--- config.mk ---
export PLATFORM = sky130hd
export DESIGN_NAME = ft_wr_arbiter
export DESIGN_NICKNAME = d
export VERILOG_FILES = /design/src/rtl/ft_wr_arbiter.sv
export SDC_FILE = /design/constraint.sdc
export NUM_CORES = 1
export LEC_CHECK = 0
export ABC_AREA = 1
export BUFFER_PORTS_ARGS = -buffer_cell sky130_fd_sc_hd__buf_2
export CAP_MARGIN = 20
export CORE_AREA = 2 2 649 651
export CTS_CLUSTER_SIZE = 25
export DETAILED_ROUTE_END_ITERATION = 10
export DIE_AREA = 0 0 651 653
export PLACE_DENSITY = 0.31
export SLEW_MARGIN = 20
export SYNTH_ARGS = -nofsm -noshare
export SYNTH_HDL_FRONTEND = slang
export SYNTH_SLANG_ARGS = --single-unit
--- constraint.sdc ---
create_clock -name clk -period 1.3 [get_ports clk]
set_input_delay 0.13 -clock clk [delete_from_list [all_inputs] [get_ports clk]]
set_output_delay 0.13 -clock clk [all_outputs]
set_load 0.01 [all_outputs]
--- src/rtl/ft_wr_arbiter.sv ---
// ft_wr_arbiter
//   Shares the single flow-table write port between the fast-path update
//   stream and the slow-path reassembly stream. Fast normally wins; a
//   starvation counter forces one slow grant after STARVE_MAX consecutive
//   fast grants taken while slow was waiting. The winner is held in a
//   one-entry registered output stage (valid/ready).
//
//   Optional feature macro: FT_ARB_STATS_EN (grant statistics counters).
//
//   Ports:
//     clk, rst_n                       clock, async active-low reset
//     f_valid/f_opcode/f_bit_map/f_data, f_ready           fast request
//     s_valid/s_opcode/s_data/s_rel_pkt_cnt, s_ready       slow request
//     w_valid/w_src/w_opcode/w_bit_map/w_data/w_rel_pkt_cnt, w_ready
//                                      flow-table write channel
//     stat_fast/stat_slow/stat_force   grant statistics (0 when disabled)
//
//   state     | meaning
//   PRIO_FAST | fast wins ties; sc counts fast grants while slow waits
//   PRIO_SLOW | sc hit STARVE_MAX; slow wins the next load cycle
module ft_wr_arbiter #(
  parameter int DWIDTH     = 512,
  parameter int BMW        = 5,
  parameter int CWIDTH     = 10,
  parameter int STARVE_MAX = 8
) (
  input  logic              clk,
  input  logic              rst_n,
  input  logic              f_valid,
  input  logic [2:0]        f_opcode,
  input  logic [BMW-1:0]    f_bit_map,
  input  logic [DWIDTH-1:0] f_data,
  output logic              f_ready,
  input  logic              s_valid,
  input  logic [2:0]        s_opcode,
  input  logic [DWIDTH-1:0] s_data,
  input  logic [CWIDTH-1:0] s_rel_pkt_cnt,
  output logic              s_ready,
  output logic              w_valid,
  output logic              w_src,
  output logic [2:0]        w_opcode,
  output logic [BMW-1:0]    w_bit_map,
  output logic [DWIDTH-1:0] w_data,
  output logic [CWIDTH-1:0] w_rel_pkt_cnt,
  input  logic              w_ready,
  output logic [31:0]       stat_fast,
  output logic [31:0]       stat_slow,
  output logic [31:0]       stat_force
);

  typedef enum logic {
    PRIO_FAST = 1'b0,
    PRIO_SLOW = 1'b1
  } state_t;

  localparam logic [7:0] SC_MAX = 8'(STARVE_MAX);

  state_t     state;
  logic [7:0] sc;
  logic [7:0] sc_inc;
  logic       load;
  logic       grant_f;
  logic       grant_s;

  assign load   = !w_valid || w_ready;
  assign sc_inc = sc + 8'd1;

  always_comb begin
    grant_f = 1'b0;
    grant_s = 1'b0;
    if (load) begin
      if (state == PRIO_SLOW) begin
        grant_s = s_valid;
        grant_f = f_valid && !s_valid;
      end else begin
        grant_f = f_valid;
        grant_s = s_valid && !f_valid;
      end
    end
  end

  assign f_ready = grant_f;
  assign s_ready = grant_s;

  always_ff @(posedge clk or negedge rst_n) begin
    if (!rst_n) begin
      state         <= PRIO_FAST;
      sc            <= 8'd0;
      w_valid       <= 1'b0;
      w_src         <= 1'b0;
      w_opcode      <= 3'd0;
      w_bit_map     <= '0;
      w_data        <= '0;
      w_rel_pkt_cnt <= '0;
    end else if (load) begin
      // Stall (w_valid && !w_ready) skips this branch: output, sc and state freeze.
      w_valid <= grant_f || grant_s;
      if (grant_f) begin
        w_src         <= 1'b0;
        w_opcode      <= f_opcode;
        w_bit_map     <= f_bit_map;
        w_data        <= f_data;
        w_rel_pkt_cnt <= '0;
      end else if (grant_s) begin
        w_src         <= 1'b1;
        w_opcode      <= s_opcode;
        w_bit_map     <= '0;
        w_data        <= s_data;
        w_rel_pkt_cnt <= s_rel_pkt_cnt;
      end
      if (!s_valid || grant_s) begin
        sc    <= 8'd0;
        state <= PRIO_FAST;
      end else if (grant_f) begin
        // Only reachable in PRIO_FAST (slow is waiting), so sc never passes SC_MAX.
        sc <= sc_inc;
        if (sc_inc == SC_MAX) state <= PRIO_SLOW;
      end
    end
  end

`ifdef FT_ARB_STATS_EN
  always_ff @(posedge clk or negedge rst_n) begin
    if (!rst_n) begin
      stat_fast  <= 32'd0;
      stat_slow  <= 32'd0;
      stat_force <= 32'd0;
    end else begin
      if (grant_f) stat_fast <= stat_fast + 32'd1;
      if (grant_s) stat_slow <= stat_slow + 32'd1;
      if (grant_s && state == PRIO_SLOW && f_valid) stat_force <= stat_force + 32'd1;
    end
  end
`else
  assign stat_fast  = 32'd0;
  assign stat_slow  = 32'd0;
  assign stat_force = 32'd0;
`endif

endmodule

# After elaboration in Yosys (flattened, before gate mapping)
# Cells that the tools add are included.
# op_classes
addsub	1
n_eq_ne	1
mux	19
reduce_logical	14
# op_table
cell	count
512-bit 2-to-1 mux	2
10-bit 2-to-1 mux	2
8-bit 2-to-1 mux	2
5-bit 2-to-1 mux	2
1-bit 2-to-1 mux	9
8-bit by 1-bit adder with 8-bit output, second input constant	1
8-bit by 4-bit equality test with 1-bit output, second input constant	1
3-bit 2-to-1 mux	2
2-bit nonzero test	3
2-bit AND reduction	2
1-bit zero test	3
1-bit logical OR	3
3-bit AND reduction	1
1-bit logical AND	2
# totals
register_bits	541
inputBits	1050

# Longest topological paths before layout
# Gate-level depths: netlist of run 1.
# depth
word_depth	7
mapped_depth	9

# Least setup slack after synthesis of run 1
# Ideal clock, no wire load.
# synth_path
path_kind	reg2reg
start	reg w_valid
end	reg w_data[143]
setup_time_ps	126
t_arrival_ps	1305
t_required_ps	1174
setup_slack_ps	-131
stages_incl_launch_ff	8
n_path_buf	3
cell_sequence	dfrtp_1 nand2_4 nand2_4 buf_12 buf_8 buf_2 o21ai_0 a2bb2oi_2
# synth_between
elab_chain_len	5
word_cells_on_any_way	7
cone_classes	mux (3); reduce/logical (4)
# synth_rtl
item	line	text
from (decl)	39	output logic w_valid,
from (signal assigned)	97	w_valid <= grant_f || grant_s;
1-bit zero test (*)	65	assign load = !w_valid || w_ready;
1-bit logical OR (*)	65	
1-bit 2-to-1 mux	71	if (load) begin
2-bit nonzero test (no line)	-	
2-bit AND reduction (no line)	-	
to (signal assigned)	102	w_data <= f_data;
to (signal assigned)	108	w_data <= s_data;
to (decl)	43	output logic [DWIDTH-1:0] w_data,
# Mark *: on every way between the ends. The rest lies on a longest branch, timed or not.
# A chain may end at the register's enable or synchronous reset.

# Worst setup path in the final report of run 1
# layout_path
start	reg state
end	out s_ready
# layout_between
elab_chain_len	2
# layout_rtl
item	line	text
from (decl)	58	state_t state;
from (signal assigned)	87	state <= PRIO_FAST;
from (signal assigned)	113	state <= PRIO_FAST;
from (signal assigned)	117	if (sc_inc == SC_MAX) state <= PRIO_SLOW;
1-bit 2-to-1 mux	72	if (state == PRIO_SLOW) begin
1-bit 2-to-1 mux	71	
to (decl)	38	output logic s_ready,
# Every way passes these cells.

==> flow_summary.yaml, run 1 <==
sta:
  worst_slack_ps: -810
  report.final.slew_viol_count: 0
  period_needed_ps: 2110
  finalCritPeriodShare: 1.62
  relSlewSlack: 0.370
  finClkSkew_ps: 69.7
  final-hold-violation-count: 9
  rsz0062_at_grt: "true"
  tightestPinTransition_ps: 942
  timing.hold.ws_ps: -230
  setup_viol: 1458
  fmax_mhz: 474
  finalSetupTns_ps: -640130
setup_path:
  cp.required_ps: 1170
  critPathCaptureType: "output pin"
  critPathMaxFanout: 3
  r2r_setup_slack_ps: -790
  path_class: "flop to output pin"
  r2r_cells: 10
  r2r-end: "w_data[335]$_DFFE_PN0P_"
  cp.arrival_ps: 1980
  timing.rr.start: "state$_DFFE_PN0P_"
  worstSetupStartpoint: "state$_DFFE_PN0P_"
  cp-endpoint: "s_ready"
  cp-start-kind: "flop"
power:
  switching_share: 0.398
  power_density_nw_per_um2: 1330
  seq_power_share: 0.291
  intPower_mw: 47.7
  netSwitchingPower_mw: 31.5
  power_mw: 79.2
  peakVddDrop_mv: 0.987
  p_leak_nw: 25.7
  pwr-share-clk: 0.314
  p_comb_frac: 0.395
global_route:
  grt_pass1_vias: 36606
  grt_overflow: 0
  grt_max_degree: 62
  grt_pass1_wl_um: 413000
  antenna_found_initial: 158
  track_usage: 0.151
synthesis:
  yosysWarningCount: 0
  ys_types: 27
  syn_inst: 2509
  synth_area_per_cell_um2: 10.5
  syn-cell-area_um2: 26300
  synth_seq_area_share: 0.515
  synth-seq-cells: 541
floorplan:
  die-area_um2: 425000
  start_util: 0.0628
  core_area_um2: 418000
  die_h_um: 653
  fp-row-count: 238
  io_pins: 1680
  die-width_um: 651
finish:
  layout-drive-gt1-share: 0.442
  fin_util: 0.143
  postLayoutCellArea_um2: 59700
  nets: 6446
  layout_common_cells: "buf_2, dlygate4sd3_1, nand2_1, dfrtp_1, o21ai_0"
  area_delta_synth_final_pct: 127
  stdcell_count: 11030
  final_common_cell: "buf_2"
drt:
  routed_wl_um: 337000
  drc: 0
  firstDrtPassIters: 5
  drtIter0Drc: 1891
  ant_nets: 0
  wl_per_cell_um: 30.5
  wl_met2_um: 157000
  wl_met3_um: 50800
  avgViaCountPerCell: 3.08
  met1_length_um: 117000
  vias: 34019
  routed.top_layer: "met5"
clock_tree:
  cts_buffers: 87
  cts_max_path_buffers: 4
  root_buffer: "clkbuf_16"
  ctsHoldBuffers: 1064
  cts_tree: "built"
  numClockSinks: 541
  cts-htree-levels: 3
  clkLatencyLatePin_ps: 880
  cts.clk_slew.worst_paths_ps: 70
placed_design:
  gp_congestion: 0.929
  hpwlAfterDp_um: 284000
  placed_cell_area_um2: 42100
  place_inst: 9627
  post-place-ws_ps: -866
  port_buffers: 1583
status:
  status: "finished, violations left"
  violations: "negative hold slack, negative setup slack"
hold_path:
  hold_class: "primary input to flop"
job:
  cap_viol_max_count: 0
flip-flops by register name, indices dropped and copies added (netlist names):
register / cells
w_data: 512
w_rel_pkt_cnt: 10
sc: 8
w_bit_map: 5
w_opcode: 3
state: 1
w_src: 1
w_valid: 1
cell type report:
type / count / area [um2]
fillers: 47436 / 359000
clock buffers: 116 / 2440
flip-flops and latches: 541 / 13500
inverters: 20 / 111
multi-input cells: 1718 / 11700
repair buffers: 3026 / 24400
clock inverters: 33 / 452
well taps: 5520 / 6910
diodes: 56 / 140
critical path: stages, from the launching register on:
cell	delay [ps]
dfrtp_1	430
nor2_4	130
nor2_4	60
nand2_8	100
buf_16	140
inv_8	30
buf_12	120
buf_6	110
what timing repair did:
action,4_1_cts,5_1_grt
endpoints found under the setup margin,1075,1518
setup buffers,70,18
gates resized for setup,314,82
pin swaps,6,6
endpoints found under the hold margin,1081,8
cloned,46,7
per-layer routing:
metal	global-route usage	up-vias
met4	0.0436	64
met1	0.153	16924
met5	0	-
li1	-	14787
met3	0.102	486
met2	0.252	1758
logic make-up after synthesis:
family | Yosys count | synth area share
AO/OA/AOI/OAI | 1057 | 0.313
adder cells (fa/ha/maj) | 2 | 0.000952
buffers and inverters | 346 | 0.0890
flip-flops | 541 | 0.515
other | 1 | 0.000143
AND/OR/NAND/NOR | 562 | 0.0822
power by group through the flow:
stage,clock (mW),sequential (mW),combinational (mW)
6_report,24.9,23.0,31.3
2_1_floorplan,0,23.4,7.46
3_3_place_gp,0,23.3,26.0
3_5_place_dp,0,23.3,25.9
4_1_cts,26.0,23.2,32.1
5_1_grt,26.4,23.4,33.6
cell usage after synthesis, drive strengths merged:
cell type | instances | area share
a2bb2oi | 515 | 0.21
ha | 2 | 0.00095
o21bai | 1 | 0.00029
o22ai | 2 | 0.00048
conb | 1 | 0.00014
a21oi | 2 | 0.00038
nand4 | 1 | 0.00024
a22o | 16 | 0.0053
nand2 | 547 | 0.079
dfrtp | 541 | 0.51
inv | 19 | 0.0027
o21ai | 521 | 0.099
clkinv | 1 | 0.00014
nor2 | 7 | 0.0012
clkbuf | 33 | 0.0047
buf | 293 | 0.081
nand3 | 7 | 0.0018
worst min-delay path by stage:
stage | from | endpoint | cells after the start
final | f_valid | state$_DFFE_PN0P_ | 5
after global routing | f_valid | state$_DFFE_PN0P_ | 5
after CTS | f_valid | state$_DFFE_PN0P_ | 5
after detailed placement | rst_n | w_data[333]$_DFFE_PN0P_ | 1
after global placement | rst_n | w_data[333]$_DFFE_PN0P_ | 1
after floorplan | rst_n | sc[0]$_DFFE_PN0P_ | 0
(Power assumes the default switching activity.)
==> run 2, diff against run 1 <==
- PLACE_DENSITY: 0.31 -> 0.3
==> run 2 against run 1 <==
Net effect: the flow still finishes with violations (negative hold slack, negative setup slack); via count rose by 1.5%; worst hold slack improved by 53 ps; sequential share of layout area fell by 1.4 points; setup slack improved by 47 ps; count of clock-buffer cells in the layout rose by 7; design area rose by 6.7%; clock power fell by 4%; die area did not move; flip-flop and latch count did not move; clock skew fell by 13 ps.
==> flow_summary.yaml, run 2 (synthesis results as in run 1) <==
setup_path:
  cp-start-kind: "flop"
  critPathCaptureType: "flop"
  critPathMaxFanout: 8
  cp.arrival_ps: 2790
  cp.required_ps: 2030
  path_class: "flop to flop"
drt:
  avgViaCountPerCell: 3.12
  firstDrtPassIters: 5
  drc: 0
  routed_wl_um: 340000
  wl_per_cell_um: 30.7
  vias: 34537
  drtIter0Drc: 1909
  ant_nets: 0
global_route:
  antenna_found_initial: 143
  grt_pass1_vias: 36353
  grt_pass1_wl_um: 408000
  grt_overflow: 0
  grt_max_degree: 51
  track_usage: 0.149
power:
  netSwitchingPower_mw: 32.3
  p_comb_frac: 0.419
  peakVddDrop_mv: 1.01
  power_density_nw_per_um2: 1260
  switching_share: 0.401
  seq_power_share: 0.285
  pwr-share-clk: 0.296
  p_leak_nw: 27.8
  intPower_mw: 48.2
sta:
  relSlewSlack: 0.538
  tightestPinTransition_ps: 690
  final-hold-violation-count: 2
  report.final.slew_viol_count: 0
  rsz0062_at_grt: "true"
  finClkSkew_ps: 56.7
  timing.hold.ws_ps: -177
  setup_viol: 1075
  fmax_mhz: 485
  finalCritPeriodShare: 1.59
  worst_slack_ps: -763
  period_needed_ps: 2060
  finalSetupTns_ps: -507770
clock_tree:
  ctsHoldBuffers: 1069
  cts.clk_slew.worst_paths_ps: 60
  numClockSinks: 541
  cts_buffers: 84
  cts-htree-levels: 3
  cts_tree: "built"
  cts_max_path_buffers: 4
  root_buffer: "clkbuf_16"
  clkLatencyLatePin_ps: 860
floorplan:
  fp-row-count: 238
  start_util: 0.0628
  die-width_um: 651
  core_area_um2: 418000
  die_h_um: 653
  io_pins: 1680
  die-area_um2: 425000
hold_path:
  hold_class: "primary input to flop"
finish:
  area_delta_synth_final_pct: 142
  layout-drive-gt1-share: 0.523
  nets: 6499
  final_common_cell: "buf_2"
  largest_reg_flops: 512
  fill_cells: 47125
  layout_common_cells: "buf_2, dlygate4sd3_1, dfrtp_1, a2bb2oi_2, o21ai_0"
  postLayoutCellArea_um2: 63700
  reg.largest.list: "w_data x512, w_rel_pkt_cnt x10, sc x8"
  top_register: "w_data"
status:
  violations: "negative hold slack, negative setup slack"
  status: "finished, violations left"
job:
  cap_viol_max_count: 0
placed_design:
  placed_cell_area_um2: 41900
  port_buffers: 1583
  post-place-ws_ps: -864
  gp_congestion: 0.938
  hpwlAfterDp_um: 277000
[run 2: changes by cell type in the layout (fill, tap and decap cells not counted), moves of 30 or more]
cell | previous run | this run
nand2_4 | 1 | 228
buf_4 | 178 | 133
nand2_1 | 540 | 256
a2bb2oi_1 | 255 | 97
clkbuf_16 | 94 | 124
nand2_2 | 4 | 57
a2bb2oi_2 | 260 | 418
[run 2: area by class of cell]
cell class / instances / area [um2] / area share
antenna: 45 / 113 / 0.00177
clock buffer: 123 / 2400 / 0.0377
clock inverter: 20 / 304 / 0.00477
inverter: 20 / 103 / 0.00161
multi-input combinational: 1717 / 14500 / 0.228
sequential: 541 / 13500 / 0.213
tap: 5520 / 6910 / 0.108
timing repair buffer: 3083 / 25800 / 0.405
[run 2: stage by stage]
stage	utilization	power [mW]	cells
after global routing	0.152	84.9	11040
after CTS	0.140	79.1	10931
final	0.152	80.6	11069
after global placement	0.100	48.5	9606
after floorplan	-	30.9	2604
after detailed placement	0.100	48.5	9606
[run 2: final timing paths]
check	from	to	slack (ps)	depth (start not counted)
hold reg to reg	w_src$_DFFE_PN0P_	w_src$_DFFE_PN0P_	480	2
setup / recovery	state$_DFFE_PN0P_	w_data[334]$_DFFE_PN0P_	-760	11
hold / removal	f_valid	state$_DFFE_PN0P_	-180	5
setup reg to reg	state$_DFFE_PN0P_	w_data[334]$_DFFE_PN0P_	-760	11
max in group asynchronous	rst_n	w_data[257]$_DFFE_PN0P_	10	3
min in group asynchronous	rst_n	w_data[44]$_DFFE_PN0P_	110	3
[run 2: repair_timing]
item	CTS	global route
pin swaps	50	258
cloned	52	49
setup endpoints to repair	1075	1081
endpoints found under the hold margin	1080	2
resized for setup	225	917
setup buffers	63	76
[run 2: worst max-delay path, stage by stage (launching register included)]
cell and delay (ps):
dfrtp_1 420, buf_6 140, nand2_4 60, nand3_4 80, buf_4 150, buf_12 140
nand2_8 110, buf_16 160, buf_16 170, buf_12 160, clkbuf_16 180, a2bb2oi_2 130
[run 2: power by group through the flow]
stage          clock network, mW  logic, mW  registers, mW
2_1_floorplan                  0       7.46           23.4
3_3_place_gp                   0       25.6           22.9
3_5_place_dp                   0       25.5           22.9
4_1_cts                     24.9       31.4           22.8
5_1_grt                     25.4       36.2           23.3
6_report                    23.9       33.8           22.9
[run 2: per-layer routing]
metal,up-vias,wire [um],part of all wire,GRT usage
met5,-,404,0.0012,0
met4,68,11100,0.033,0.0395
met3,486,52300,0.15,0.104
met2,1742,155000,0.46,0.242
met1,17370,121000,0.35,0.155
li1,14871,-,-,-
==> run 3, diff against run 2 <==
- ABC_AREA: 1 -> not set
- CORE_AREA: 2 2 649 651 -> 2 2 652 654
- DIE_AREA: 0 0 651 653 -> 0 0 654 656
==> run 3 against run 2 <==
Net effect: the flow still finishes with violations (negative hold slack, negative setup slack); cell count is 5.1% higher; worst hold slack better by 63 ps; via count is 2.9% higher; setup slack worse by 60 ps; maximum frequency is 2.8% lower; design area is 9.5% lower; critical endpoint is now w_data[129]$_DFFE_PN0P_; largest cell class unchanged.
==> flow_summary.yaml, run 3 <==
finish:
  reg.largest.list: "w_data x512, w_rel_pkt_cnt x10, sc x8"
  layout_common_cells: "buf_2, dlygate4sd3_1, nand2_1, dfrtp_1, nor2_1"
  largest_reg_flops: 512
  nets: 6918
  top_register: "w_data"
  postLayoutCellArea_um2: 57700
  fin_util: 0.137
  stdcell_count: 11636
  fill_cells: 48730
  layout-drive-gt1-share: 0.355
  final_common_cell: "buf_2"
  area_delta_synth_final_pct: 131
sta:
  timing.hold.ws_ps: -114
  relSlewSlack: 0.628
  tightestPinTransition_ps: 562
  rsz0062_at_grt: "true"
  setup_viol: 1074
  period_needed_ps: 2120
  worst_slack_ps: -823
  final-hold-violation-count: 5
  report.final.slew_viol_count: 0
  fmax_mhz: 471
  finalCritPeriodShare: 1.63
  finClkSkew_ps: 65.6
clock_tree:
  cts_buffers: 87
  clkLatencyLatePin_ps: 840
  cts_max_path_buffers: 4
  root_buffer: "clkbuf_16"
  ctsHoldBuffers: 1074
  numClockSinks: 541
  cts_tree: "built"
  cts-htree-levels: 3
  cts.clk_slew.worst_paths_ps: 60
floorplan:
  die_h_um: 656
  start_util: 0.0591
  die-width_um: 654
  fp-row-count: 239
  io_pins: 1680
  die-area_um2: 429000
  core_area_um2: 422000
synthesis:
  ys_types: 39
  synth_top_area_frac: 0.543
  synth_ff_type: "dfrtp_1"
  synth_area_per_cell_um2: 8.29
  synth_seq_area_share: 0.543
  syn_inst: 3010
  synth_area_leaders: "dfrtp_1, nand2_1, a31oi_1"
  synth_edf_count: 0
  yosysWarningCount: 0
  synth-seq-cells: 541
  yosys.area.top_type: "dfrtp_1"
  syn-cell-area_um2: 24900
  synth_common_cells: "nand2_1, dfrtp_1, a31oi_1"
  async_flop_share: 1.00
  synth_most_common_cell: "nand2_1"
power:
  intPower_mw: 43.3
  netSwitchingPower_mw: 27.7
  peakVddDrop_mv: 0.874
  power_density_nw_per_um2: 1230
  seq_power_share: 0.301
  p_leak_nw: 25.2
  switching_share: 0.390
  p_comb_frac: 0.342
  pwr-share-clk: 0.357
global_route:
  grt_max_degree: 61
  grt_pass1_wl_um: 404000
  grt_overflow: 0
  antenna_found_initial: 157
  grt_pass1_vias: 36445
  track_usage: 0.147
placed_design:
  port_buffers: 1583
  post-place-ws_ps: -734
  gp_congestion: 0.947
  hpwlAfterDp_um: 287000
  place_inst: 10248
  placed_cell_area_um2: 41100
setup_path:
  cp.arrival_ps: 2850
  cp-start-kind: "flop"
  cp.required_ps: 2020
  slowest_stage: "dfrtp_1"
  crit_buf_inv: 8
  r2r_setup_slack_ps: -820
  critPathCaptureType: "flop"
  critPathMaxFanout: 11
  path_class: "flop to flop"
  path_common_cell: "buf_16"
  r2r-end: "w_data[129]$_DFFE_PN0P_"
  timing.rr.start: "w_valid$_DFFE_PN0P_"
  r2r_cells: 12
  path_cells: "nand2b_1 > nand3_4 > buf_12 > inv_16 > buf_6 > buf_16 > buf_16 > buf_16 > buf_12 > clkbuf_16 > nand2_1 > a31oi_1"
  slowest_delay_ps: 380
  critical-path-top-delay-family: "buffers and inverters"
drt:
  routed_wl_um: 336000
  vias: 35523
  wl_per_cell_um: 28.9
  ant_nets: 0
  firstDrtPassIters: 6
  drtIter0Drc: 2320
  drc: 0
  avgViaCountPerCell: 3.05
hold_path:
  holdPathStages: 6
  hold_class: "primary input to flop"
  min_to: "state$_DFFE_PN0P_"
  holdCritStartpoint: "w_ready"
status:
  status: "finished, violations left"
  violations: "negative hold slack, negative setup slack"
job:
  cap_viol_max_count: 0
==> run 3: cell types whose count changed in the layout (fill, tap and decap cells not counted), moves of 226 or more <==
cell	delta
nor2_1	+508
nand2_1	+754
a31oi_1	+512
a2bb2oi_2	-418
o21ai_0	-310
nand2_4	-226
==> run 3: worst max-delay path by stage <==
stage                             start                 endpoint  slack, ps  cells past startpoint
floorplan             sc[1]$_DFFE_PN0P_        state$_DFFE_PN0P_       -190                      4
global placement    w_valid$_DFFE_PN0P_  w_data[141]$_DFFE_PN0P_       -730                      7
detailed placement  w_valid$_DFFE_PN0P_  w_data[221]$_DFFE_PN0P_       -730                      7
CTS                 w_valid$_DFFE_PN0P_                  f_ready       -970                      6
global route        w_valid$_DFFE_PN0P_                  f_ready       -970                      7
finish              w_valid$_DFFE_PN0P_  w_data[129]$_DFFE_PN0P_       -820                     12
==> run 3: power by group through the flow <==
stage | Clock, mW | Sequential, mW | Combinational, mW
2_1_floorplan | 0 | 22.1 | 4.76
3_3_place_gp | 0 | 21.7 | 20.4
3_5_place_dp | 0 | 21.7 | 20.3
4_1_cts | 26.5 | 21.5 | 24.0
5_1_grt | 27.0 | 21.7 | 26.1
6_report | 25.4 | 21.4 | 24.3
==> run 3: cells by family after synthesis <==
group / after synthesis / synth area share
buf+inv: 336 / 0.0756
fa+ha+maj: 2 / 0.00100
simple gates: 1575 / 0.239
other cells: 1 / 0.000150
compound gates: 552 / 0.141
xor+xnor: 3 / 0.00105
flops: 541 / 0.543
==> run 3: layout make-up <==
cell class | instances | area [um2] | area share
clock buffer | 123 | 2470 | 0.0429
sequential | 541 | 13500 | 0.235
clock inverter | 28 | 462 | 0.00801
antenna | 45 | 113 | 0.00195
tap | 5663 | 7090 | 0.123
inverter | 4 | 31.3 | 0.000542
timing repair buffer | 3004 | 23900 | 0.415
multi-input combinational | 2228 | 10000 | 0.174
==> run 3: worst register-to-register path, delay by kind of cell (launching register included) <==
family	cells	cell delay, ps
flip-flops	1	380
AND/OR/NAND/NOR	3	330
AO/OA/AOI/OAI	1	160
buffers and inverters	8	1130
==> run 3: routing by layer <==
| metal | part of all wire | vias to the layer above | track usage |
|---|---|---|---|
| met4 | 0.023 | 80 | 0.0308 |
| met5 | 0.0015 | - | 0 |
| met2 | 0.46 | 1722 | 0.240 |
| met3 | 0.13 | 420 | 0.0802 |
| li1 | - | 15711 | - |
| met1 | 0.39 | 17590 | 0.167 |
==> run 3: timing repair <==
action                     4_1_cts  5_1_grt
gates resized for setup         50      132
setup endpoints to repair     1074     1074
gates cloned                     9       45
setup buffers                   21       48
hold endpoints to repair      1082        6
pin swaps                        4      113
==> run 3: through the flow <==
stage | TNS (ps) | total power [mW]
after detailed placement | -299740 | 42.1
final | -507000 | 71.1
after global placement | -300670 | 42.0
after global routing | -628150 | 74.8
after floorplan | -92430 | 26.9
after CTS | -601930 | 72.0
